### src/rtl/bit_capture_pkg.sv
// rtl/bit_capture_pkg.sv - shared defaults and helpers for the bit capture bank
package bit_capture_pkg;

    localparam int CH_DEF   = 4;
    localparam int W_DEF    = 2;
    localparam int SYNC_DEF = 2;

    // Phase counter width: a 1-bit counter still exists when W=1.
    function automatic int cnt_w(input int w);
        return (w <= 1) ? 1 : $clog2(w);
    endfunction

endpackage

### src/rtl/bit_capture_sync.sv
// rtl/bit_capture_sync.sv - SYNC-stage flop chain bringing one asynchronous bit into CLK
module bit_capture_sync #(
    parameter int SYNC = 2
) (
    input  logic CLK,
    input  logic RST,
    input  logic d,
    output logic q
);

    logic [SYNC-1:0] stg;

    always_ff @(posedge CLK) begin
        if (RST) begin
            stg <= '0;
        end else begin
            stg[0] <= d;
            for (int k = 1; k < SYNC; k++) begin
                stg[k] <= stg[k-1];
            end
        end
    end

    assign q = stg[SYNC-1];

endmodule

### src/rtl/bit_capture_bank.sv
// rtl/bit_capture_bank.sv - per-channel serial capture into W-bit snapshots with valid/ready output
// Optional change-detect flags are built only when BIT_CAPTURE_BANK_CHG_EN is defined.
module bit_capture_bank
    import bit_capture_pkg::*;
#(
    parameter int CH   = CH_DEF,
    parameter int W    = W_DEF,
    parameter int SYNC = SYNC_DEF
) (
    input  logic            CLK,
    input  logic            RST,
    input  logic [CH-1:0]   IN,
    input  logic [CH-1:0]   EN,
    output logic            CAP_VALID,
    input  logic            CAP_READY,
    output logic [CH*W-1:0] CAP_DATA,
    output logic [CH-1:0]   CHG,
    output logic            OVF
);

    localparam int PW = cnt_w(W);

    logic [CH-1:0]   s;
    logic [W-1:0]    sr     [CH];
    logic [W-1:0]    sr_nxt [CH];
    logic [CH*W-1:0] snap_data;
    logic [PW-1:0]   phase;
    logic            en_any;
    logic            last;
    logic            snap;
    logic            hs;

    for (genvar g = 0; g < CH; g++) begin : g_sync
        bit_capture_sync #(.SYNC(SYNC)) u_sync (
            .CLK (CLK),
            .RST (RST),
            .d   (IN[g]),
            .q   (s[g])
        );
    end

    // Widen by one bit and keep the low W bits so W=1 needs no special case.
    always_comb begin
        logic [W:0] ext;
        ext       = '0;
        snap_data = '0;
        for (int i = 0; i < CH; i++) begin
            ext       = {sr[i], s[i]};
            sr_nxt[i] = EN[i] ? ext[W-1:0] : sr[i];
            snap_data[i*W +: W] = sr_nxt[i];
        end
    end

    always_ff @(posedge CLK) begin
        for (int i = 0; i < CH; i++) begin
            if (RST) begin
                sr[i] <= '0;
            end else begin
                sr[i] <= sr_nxt[i];
            end
        end
    end

    assign en_any = |EN;
    assign last   = (phase == PW'(W - 1));
    assign snap   = en_any && last;
    assign hs     = CAP_VALID && CAP_READY;

    always_ff @(posedge CLK) begin
        if (RST) begin
            phase <= '0;
        end else if (en_any) begin
            phase <= last ? '0 : phase + 1'b1;
        end
    end

    // A snapshot replaces the held one if the slot is empty or being drained this cycle.
    always_ff @(posedge CLK) begin
        if (RST) begin
            CAP_DATA  <= '0;
            CAP_VALID <= 1'b0;
            OVF       <= 1'b0;
        end else if (snap) begin
            if (!CAP_VALID || CAP_READY) begin
                CAP_DATA  <= snap_data;
                CAP_VALID <= 1'b1;
            end else begin
                OVF <= 1'b1;
            end
        end else if (hs) begin
            CAP_VALID <= 1'b0;
        end
    end

`ifdef BIT_CAPTURE_BANK_CHG_EN
    logic [CH-1:0] s_prev;
    logic [CH-1:0] chg_r;

    // A fresh edge in the same cycle as a handshake survives the clear.
    always_ff @(posedge CLK) begin
        if (RST) begin
            s_prev <= '0;
            chg_r  <= '0;
        end else begin
            s_prev <= s;
            chg_r  <= (hs ? '0 : chg_r) | (EN & (s ^ s_prev));
        end
    end

    assign CHG = chg_r;
`else
    assign CHG = '0;
`endif

endmodule

### config.mk
export PLATFORM = sky130hd
export DESIGN_NAME = bit_capture_bank
export DESIGN_NICKNAME = d
export VERILOG_FILES = /design/src/rtl/bit_capture_pkg.sv /design/src/rtl/bit_capture_sync.sv /design/src/rtl/bit_capture_bank.sv
export SDC_FILE = /design/constraint.sdc
export NUM_CORES = 1
export LEC_CHECK = 0
export ABC_AREA = 1
export CORE_ASPECT_RATIO = 1.4
export CORE_MARGIN = 3
export CORE_UTILIZATION = 35
export DETAILED_ROUTE_END_ITERATION = 10
export PLACE_DENSITY = 0.56
export RECOVER_POWER = 100
export SYNTH_ARGS = -nofsm -noshare
export SYNTH_HDL_FRONTEND = slang
export SYNTH_SLANG_ARGS = --single-unit
### constraint.sdc
create_clock -name CLK -period 1.7 [get_ports CLK]
set_input_delay 0.34 -clock CLK [delete_from_list [all_inputs] [get_ports CLK]]
set_output_delay 0.34 -clock CLK [all_outputs]
set_load 0.05 [all_outputs]
==> results of run 1 <==
[state kept, by name, indices dropped and copies added, names as in the netlist]
signal             count
g_sync.u_sync.stg      8
CAP_VALID              1
OVF                    1
last                   1
sr                     8
CAP_DATA               8
[power by group]
part / internal [W] / total, W / switching (W)
logic: 0.0000765 / 0.000267 / 0.000191
registers: 0.000675 / 0.000697 / 0.0000220
clock network: 0.000168 / 0.000360 / 0.000192
[cells in the mapped netlist (all sizes together)]
library cell and count:
clkinv 1, nand4 9, buf 7, clkbuf 1, dfxtp 27, inv 42, nand3 1, a21oi 3
o21ai 1, conb 1, nor2 26, nand2 42
[area by class of cell]
type,instances,area share
repair buffers,22,0.109
well taps,39,0.0366
inverters,43,0.121
multi-input cells,86,0.295
clock buffers,4,0.0338
flip-flops and latches,27,0.405
[worst min-delay path: cells and delay by family, from the launching register on]
family                 cells  cell delay (ns)
DFF                        1             0.31
buffers and inverters      1             0.04
and+or+nand+nor            1             0.03
[cell families after synthesis]
kind of cell | count (synthesis)
AOI/OAI and AO/OA | 4
buffers and inverters | 51
DFF | 27
other | 1
and+or+nand+nor | 78
[layer usage]
layer  vias to the layer above  wire length (um)
met3                         4                82
met4                         0                30
li1                        495                 -
met5                         -                 0
met2                        18              1010
met1                       395               864
[worst min-delay path by stage]
stage | startpoint | end | slack [ns] | depth (start not counted)
6_report | g_sync[2].u_sync.stg[0]$_SDFF_PP0_ | g_sync[2].u_sync.stg[1]$_SDFF_PP0_ | 0.41 | 2
5_1_grt | g_sync[0].u_sync.stg[0]$_SDFF_PP0_ | g_sync[0].u_sync.stg[1]$_SDFF_PP0_ | 0.43 | 2
4_1_cts | g_sync[1].u_sync.stg[0]$_SDFF_PP0_ | g_sync[1].u_sync.stg[1]$_SDFF_PP0_ | 0.41 | 2
3_5_place_dp | g_sync[2].u_sync.stg[0]$_SDFF_PP0_ | g_sync[2].u_sync.stg[1]$_SDFF_PP0_ | 0.40 | 2
3_3_place_gp | g_sync[3].u_sync.stg[0]$_SDFF_PP0_ | g_sync[3].u_sync.stg[1]$_SDFF_PP0_ | 0.39 | 2
2_1_floorplan | g_sync[0].u_sync.stg[0]$_SDFF_PP0_ | g_sync[0].u_sync.stg[1]$_SDFF_PP0_ | 0.39 | 2
[per-stage QoR]
stage          std cells  utilization
4_1_cts              221        0.443
6_report             221        0.427
2_1_floorplan        164            -
3_5_place_dp         217        0.429
3_3_place_gp         217        0.429
5_1_grt              221        0.427
==> results.toml, run 1 <==
[synthesis]
synth_simple_gate_area_share = 0.316
yosysTopAreaCellShare = 0.471
netlist_top_cells_area = "dfxtp_1, inv_1, nand2_1, nor2_1, nor2_2"
synth_xor_area_frac = 0
synth_seq_cells = 27
ys_seq_area_frac = 0.471
avgSynthCellArea_um2 = 7.13
syn_inst = 161
muxShareOfSynthArea = 0
synth_largest_area_cell = "dfxtp_1"
synth_compound_area_frac = 0.0174
synthDistinctLibCells = 17
syn_area_um2 = 1150
synth_top_family_by_area = "simple AND/OR/NAND/NOR gates"
synth-adder-area-share = 0
synth_warnings = 0

[floorplanning]
die_area_um2 = 4010
initial_core_util = 0.367
die_h_um = 73.7
core_um2 = 3120
die_w_um = 54.4
ios = 25
row_count = 24

[setup_path]
r2r_end = "CAP_DATA[3]$_SDFFE_PP0P_"
rrSetupSlack_ns = 0.63
start_kind = "flop"
critPathBufInv = 1
crit_type = "reg2out"
cp_max_fo = 3
r2r_cells = 4
cpPeakStageDelay_ns = 0.49
endpoint_kind = "output port"
cp_data_required_time_ns = 1.36
crit_chain = "clkbuf_1"
critPathArrivalTime_ns = 1.15
path_depth = 1
r2r-start = "last$_SDFFE_PP0P_"
cp-startpoint = "CAP_VALID$_SDFFE_PP0P_"
cp_slowest_cell = "clkbuf_1"
crit_end = "CAP_VALID"
path_delay_family = "buffers and inverters"

[routing]
firstDrtPassIters = 4
dr_total_vias = 912
drtIter0Drc = 24
drt-total-wl_um = 1990
ant_nets = 0
drc = 0
avgViaCountPerCell = 4.13
routedWlPerCell_um = 8.98

[worst_hold_path]
hold_path_class = "reg2reg"

[timing]
slew_violations = 0
period_share = 0.875
hold-worst-slack_ns = 0.408
skew_ns = 0.00381
fmax_mhz = 673
setup_viol = 0
tns_ns = 0
worstMarginPinSlew_ns = 0.607
fin_ws_ns = 0.213
max_slew_margin = 0.597
rsz0062_at_grt = "false"
hold_viol = 0
fin_crit_ns = 1.49

[placed_design]
post-dp-hpwl_um = 1510
place_congestion = 0.723
place_area_um2 = 1340
place_ws_ns = 0.0834
io_buffers = 20

[clocking]
cts_tree = "done"
numCtsBuffers = 3
clock_sinks = 27
clock_latency_ns = 0.27
root_buffer = "clkbuf_8"
ctsResizeCount = 0
holdBufCountCts = 0
path_clk_slew_ns = 0.09
cts_buffer_depth = 2
cts_max_level = 1
post_cts_buffers = 0

[global_routing]
grt_pass1_wl_um = 3420
gr-usage-met1 = 0.145
grt_max_degree = 15
use_met2 = 0.184
top_usage_layer = "met2"
grt_pass1_vias = 823
overflow = 0
globalRouteMet3Util = 0.0243
antenna_found_initial = 0
grtUsageTotal = 0.116

[power_and_ir_drop]
power_density_nw_per_um2 = 993
power_leakage_nw = 0.667
power_w = 0.00132
ir_worst_vdd_mv = 0.584

[cells_and_area]
ff_latch_area_um2 = 541
syn2layout_area_growth_pct = 16.2
final_nets = 194
layout_commonest_cell = "inv_1"
design_area_um2 = 1330
final_cell_mix = "inv_1, nand2_1, dfxtp_1"
diodes = 0
drive_gt1_frac = 0.0769
fill_cells = 368
multiInputGateArea_um2 = 393

[status]
status = "completed"

[flow_run]
cap_violations = 0
No activity file was read; power rests on OpenSTA's default activity.
==> run 2: changes to the inputs <==
Settings changed: CORE_UTILIZATION 35 to 27, PLACE_DENSITY 0.56 to 0.45.
==> run 2 against run 1 <==
  * Clock power hardly changed
  * Clock skew hardly changed
  * Worst setup slack better by 0.014 ns
  * Global-route usage is 2.9 points lower
  * Critical path depth stayed put
  * Maximum frequency is 0.98% higher
  * Combinational power hardly changed
  * Flip-flop and latch count stayed put
  * Sequential power hardly changed
  * Wire length is 0.76% higher
  * Sequential share of layout area is 0.15 points lower
  * Critical path type unchanged
  * Critical endpoint unchanged
  * Highest routed layer unchanged
==> results.toml, run 2 (synthesized netlist as in run 1, its figures left out) <==
[setup_path]
path_depth = 1
cp_max_fo = 3
start_kind = "flop"
crit_chain = "clkbuf_1"
r2r_cells = 4
cpPeakStageDelay_ns = 0.48
critPathArrivalTime_ns = 1.13
rrSetupSlack_ns = 0.64
r2r_end = "CAP_DATA[1]$_SDFFE_PP0P_"
crit_type = "reg2out"
critPathBufInv = 1
r2r-start = "last$_SDFFE_PP0P_"
cp_slowest_cell = "clkbuf_1"
path_delay_family = "buffers and inverters"
endpoint_kind = "output port"
cp_data_required_time_ns = 1.36

[routing]
firstDrtPassIters = 4
dr_total_vias = 906
drt-total-wl_um = 2000
drtIter0Drc = 9
avgViaCountPerCell = 4.04
ant_nets = 0
routedWlPerCell_um = 8.93
drc = 0

[timing]
period_share = 0.866
fin_crit_ns = 1.47
fmax_mhz = 679
tns_ns = 0
hold_viol = 0
rsz0062_at_grt = "false"
hold-worst-slack_ns = 0.402
skew_ns = 0.00431
setup_viol = 0
slew_violations = 0
worstMarginPinSlew_ns = 0.763
max_slew_margin = 0.491

[worst_hold_path]
hold_path_class = "reg2reg"
min_to = "g_sync[0].u_sync.stg[1]$_SDFF_PP0_"
min-delay-start = "g_sync[0].u_sync.stg[0]$_SDFF_PP0_"
min_path_cells = 2

[status]
status = "completed"

[power_and_ir_drop]
power_leakage_nw = 0.668
power_density_nw_per_um2 = 992
ir_worst_vdd_mv = 0.520
power_w = 0.00133

[clocking]
ctsResizeCount = 0
post_cts_buffers = 0
cts_tree = "done"
numCtsBuffers = 3
cts_max_level = 1
root_buffer = "clkbuf_8"
clock_latency_ns = 0.27
path_clk_slew_ns = 0.09
holdBufCountCts = 0
cts_buffer_depth = 2
clock_sinks = 27

[placed_design]
post-dp-hpwl_um = 1550
dp.cells = 220
place_congestion = 0.679
io_buffers = 20

[floorplanning]
initial_core_util = 0.285
core_um2 = 4020
die_area_um2 = 5080
ios = 25
die_h_um = 83.1
row_count = 27
die_w_um = 61.1

[cells_and_area]
top_regs = "CAP_DATA x8, g_sync.u_sync.stg x8, sr x8"
fill_cells = 456
syn2layout_area_growth_pct = 16.7
final_cell_mix = "inv_1, nand2_1, dfxtp_1"
instances_no_fill = 224
layout_commonest_cell = "inv_1"
drive_gt1_frac = 0.0884
diodes = 0
final_nets = 193

[global_routing]
grt_pass1_vias = 836
antenna_found_initial = 0
overflow = 0
grt_max_degree = 19
grtUsageTotal = 0.0876
grt_pass1_wl_um = 3500

[flow_run]
cap_violations = 0
## run 2: routing by layer
metal | vias to the layer above | global-route usage | wire length [um]
li1 | 492 | - | -
met1 | 392 | 0.110 | 912
met2 | 18 | 0.138 | 950
met3 | 4 | 0.0187 | 100
met4 | 0 | 0.0414 | 36
met5 | - | 0 | 0
## run 2: worst max path at each step
stage | start | end
floorplan | CAP_VALID$_SDFFE_PP0P_ | CAP_DATA[0]$_SDFFE_PP0P_
global placement | EN[1] | CAP_DATA[4]$_SDFFE_PP0P_
detailed placement | EN[1] | CAP_DATA[1]$_SDFFE_PP0P_
CTS | EN[1] | CAP_DATA[1]$_SDFFE_PP0P_
global route | EN[0] | CAP_DATA[4]$_SDFFE_PP0P_
finish | CAP_VALID$_SDFFE_PP0P_ | CAP_VALID
## run 2: cell type report
type | instances | area [um^2] | share of cell area
clock buffers | 3 | 41.3 | 0.0308
clock inverters | 1 | 5.00 | 0.00374
inverters | 43 | 161 | 0.121
multi-input cells | 86 | 395 | 0.295
flip-flops and latches | 27 | 541 | 0.404
well taps | 43 | 53.8 | 0.0402
repair buffers | 21 | 141 | 0.106
## run 2: power breakdown
part	leakage (nW)	internal (W)	total [W]	switching, W
Combinational	0.419	0.0000773	0.000270	0.000193
Clock	0.0255	0.000164	0.000362	0.000198
Sequential	0.223	0.000675	0.000697	0.0000217
## run 2: tightest hold or removal path: stages (launching register included)
cell	delay [ns]
dfxtp_1	0.31
inv_1	0.04
nor2_1	0.03
## run 2: metrics by stage
stage          setup WS [ns]  instance area [um^2]   util
3_3_place_gp          0.0856                  1340  0.332
4_1_cts                0.351                  1380  0.344
3_5_place_dp          0.0670                  1340  0.332
6_report               0.228                  1340  0.333
2_1_floorplan          0.409                  1160      -
5_1_grt                0.139                  1340  0.333
==> run 3: changes to the inputs <==
Clock period 1.7 ns to 1.8 ns, I/O delays scaled along.
==> run 3 against run 2 <==
  * Cell count did not move
  * Global-route usage stayed put
  * Die area unchanged
  * Final area stayed put
  * Flip-flop and latch count unchanged
  * Sequential power down 5.6%
  * Via count unchanged
  * Critical path type unchanged
  * Critical endpoint unchanged
==> results.toml, run 3 (synthesized netlist as in run 1, its figures left out) <==
[clocking]
clock_sinks = 27
holdBufCountCts = 0
ctsResizeCount = 0
root_buffer = "clkbuf_8"
post_cts_buffers = 0
cts_max_level = 1
cts_tree = "done"
cts_buffer_depth = 2
numCtsBuffers = 3
clock_latency_ns = 0.27
path_clk_slew_ns = 0.09

[placed_design]
dp.cells = 220
io_buffers = 20
place_congestion = 0.679
place_ws_ns = 0.147
post-dp-hpwl_um = 1550

[setup_path]
path_delay_family = "buffers and inverters"
cp_max_fo = 3
critPathBufInv = 1
endpoint_kind = "output port"
cpPeakStageDelay_ns = 0.48
cp-startpoint = "CAP_VALID$_SDFFE_PP0P_"
crit_type = "reg2out"
crit_chain = "clkbuf_1"
critPathArrivalTime_ns = 1.13
start_kind = "flop"
r2r-start = "last$_SDFFE_PP0P_"
cp_slowest_cell = "clkbuf_1"
cp_data_required_time_ns = 1.44

[global_routing]
grt_max_degree = 19
grt_pass1_vias = 836
grtUsageTotal = 0.0876
antenna_found_initial = 0
overflow = 0
grt_pass1_wl_um = 3500

[cells_and_area]
layout_commonest_cell = "inv_1"
syn2layout_area_growth_pct = 16.7
drive_gt1_frac = 0.0884
final_cell_mix = "inv_1, nand2_1, dfxtp_1"
diodes = 0
final_nets = 193
instances_no_fill = 224
top_regs = "CAP_DATA x8, g_sync.u_sync.stg x8, sr x8"

[timing]
setup_viol = 0
hold_viol = 0
worstMarginPinSlew_ns = 0.763
rsz0062_at_grt = "false"
hold-worst-slack_ns = 0.402
tns_ns = 0
max_slew_margin = 0.491
fin_crit_ns = 1.49
period_share = 0.829
fmax_mhz = 670
fin_ws_ns = 0.308
slew_violations = 0
skew_ns = 0.00431

[floorplanning]
initial_core_util = 0.285
die_w_um = 61.1
die_h_um = 83.1
die_area_um2 = 5080
core_um2 = 4020
row_count = 27
ios = 25

[power_and_ir_drop]
power_density_nw_per_um2 = 937
power_leakage_nw = 0.668
ir_worst_vdd_mv = 0.489

[routing]
firstDrtPassIters = 4
drt-total-wl_um = 2000
drtIter0Drc = 9
dr_total_vias = 906
ant_nets = 0
avgViaCountPerCell = 4.04
routedWlPerCell_um = 8.93
drc = 0

[worst_hold_path]
min-delay-start = "g_sync[0].u_sync.stg[0]$_SDFF_PP0_"
hold_path_class = "reg2reg"

[status]
status = "completed"

[flow_run]
cap_violations = 0
[run 3: cell types whose count changed in the layout (fill, tap and decap cells not counted)]
cell / delta
clkdlybuf4s50_1: -1
dlygate4sd3_1: +1
[run 3: through the flow]
step,utilization,total power [W],instance area (um^2)
floorplan,-,0.000878,1160
detailed placement,0.332,0.000948,1340
CTS,0.344,0.00130,1380
finish,0.333,0.00125,1340
global placement,0.332,0.000946,1340
global route,0.333,0.00134,1340
[run 3: layout make-up]
| class | instances | area (um^2) |
|---|---|---|
| clock inverters | 1 | 5.00 |
| well taps | 43 | 53.8 |
| multi-input cells | 86 | 395 |
| flip-flops and latches | 27 | 541 |
| repair buffers | 21 | 141 |
| fillers | 456 | 2680 |
| inverters | 43 | 161 |
| clock buffers | 3 | 41.3 |
[run 3: final timing paths]
| check | endpoint | slack, ns | cells after the start |
|---|---|---|---|
| max | CAP_VALID | 0.31 | 1 |
| min | g_sync[0].u_sync.stg[1]$_SDFF_PP0_ | 0.40 | 2 |
| max reg2reg | CAP_DATA[1]$_SDFFE_PP0P_ | 0.74 | 4 |
| min reg2reg | g_sync[0].u_sync.stg[1]$_SDFF_PP0_ | 0.40 | 2 |
[run 3: metal layers]
layer	routed length (um)	up-vias	global-route usage
met3	100	4	0.0187
li1	-	492	-
met2	950	18	0.138
met5	0	-	0
met4	36	0	0.0414
met1	912	392	0.110
[run 3: tightest hold or removal path: stages (launching register included)]
cell and delay (ns):
dfxtp_1 0.31, inv_1 0.04, nor2_1 0.03
[run 3: report_power, final]
| group | internal [W] | switching [W] |
|---|---|---|
| Clock | 0.000155 | 0.000187 |
| Combinational | 0.0000725 | 0.000182 |
| Sequential | 0.000637 | 0.0000205 |
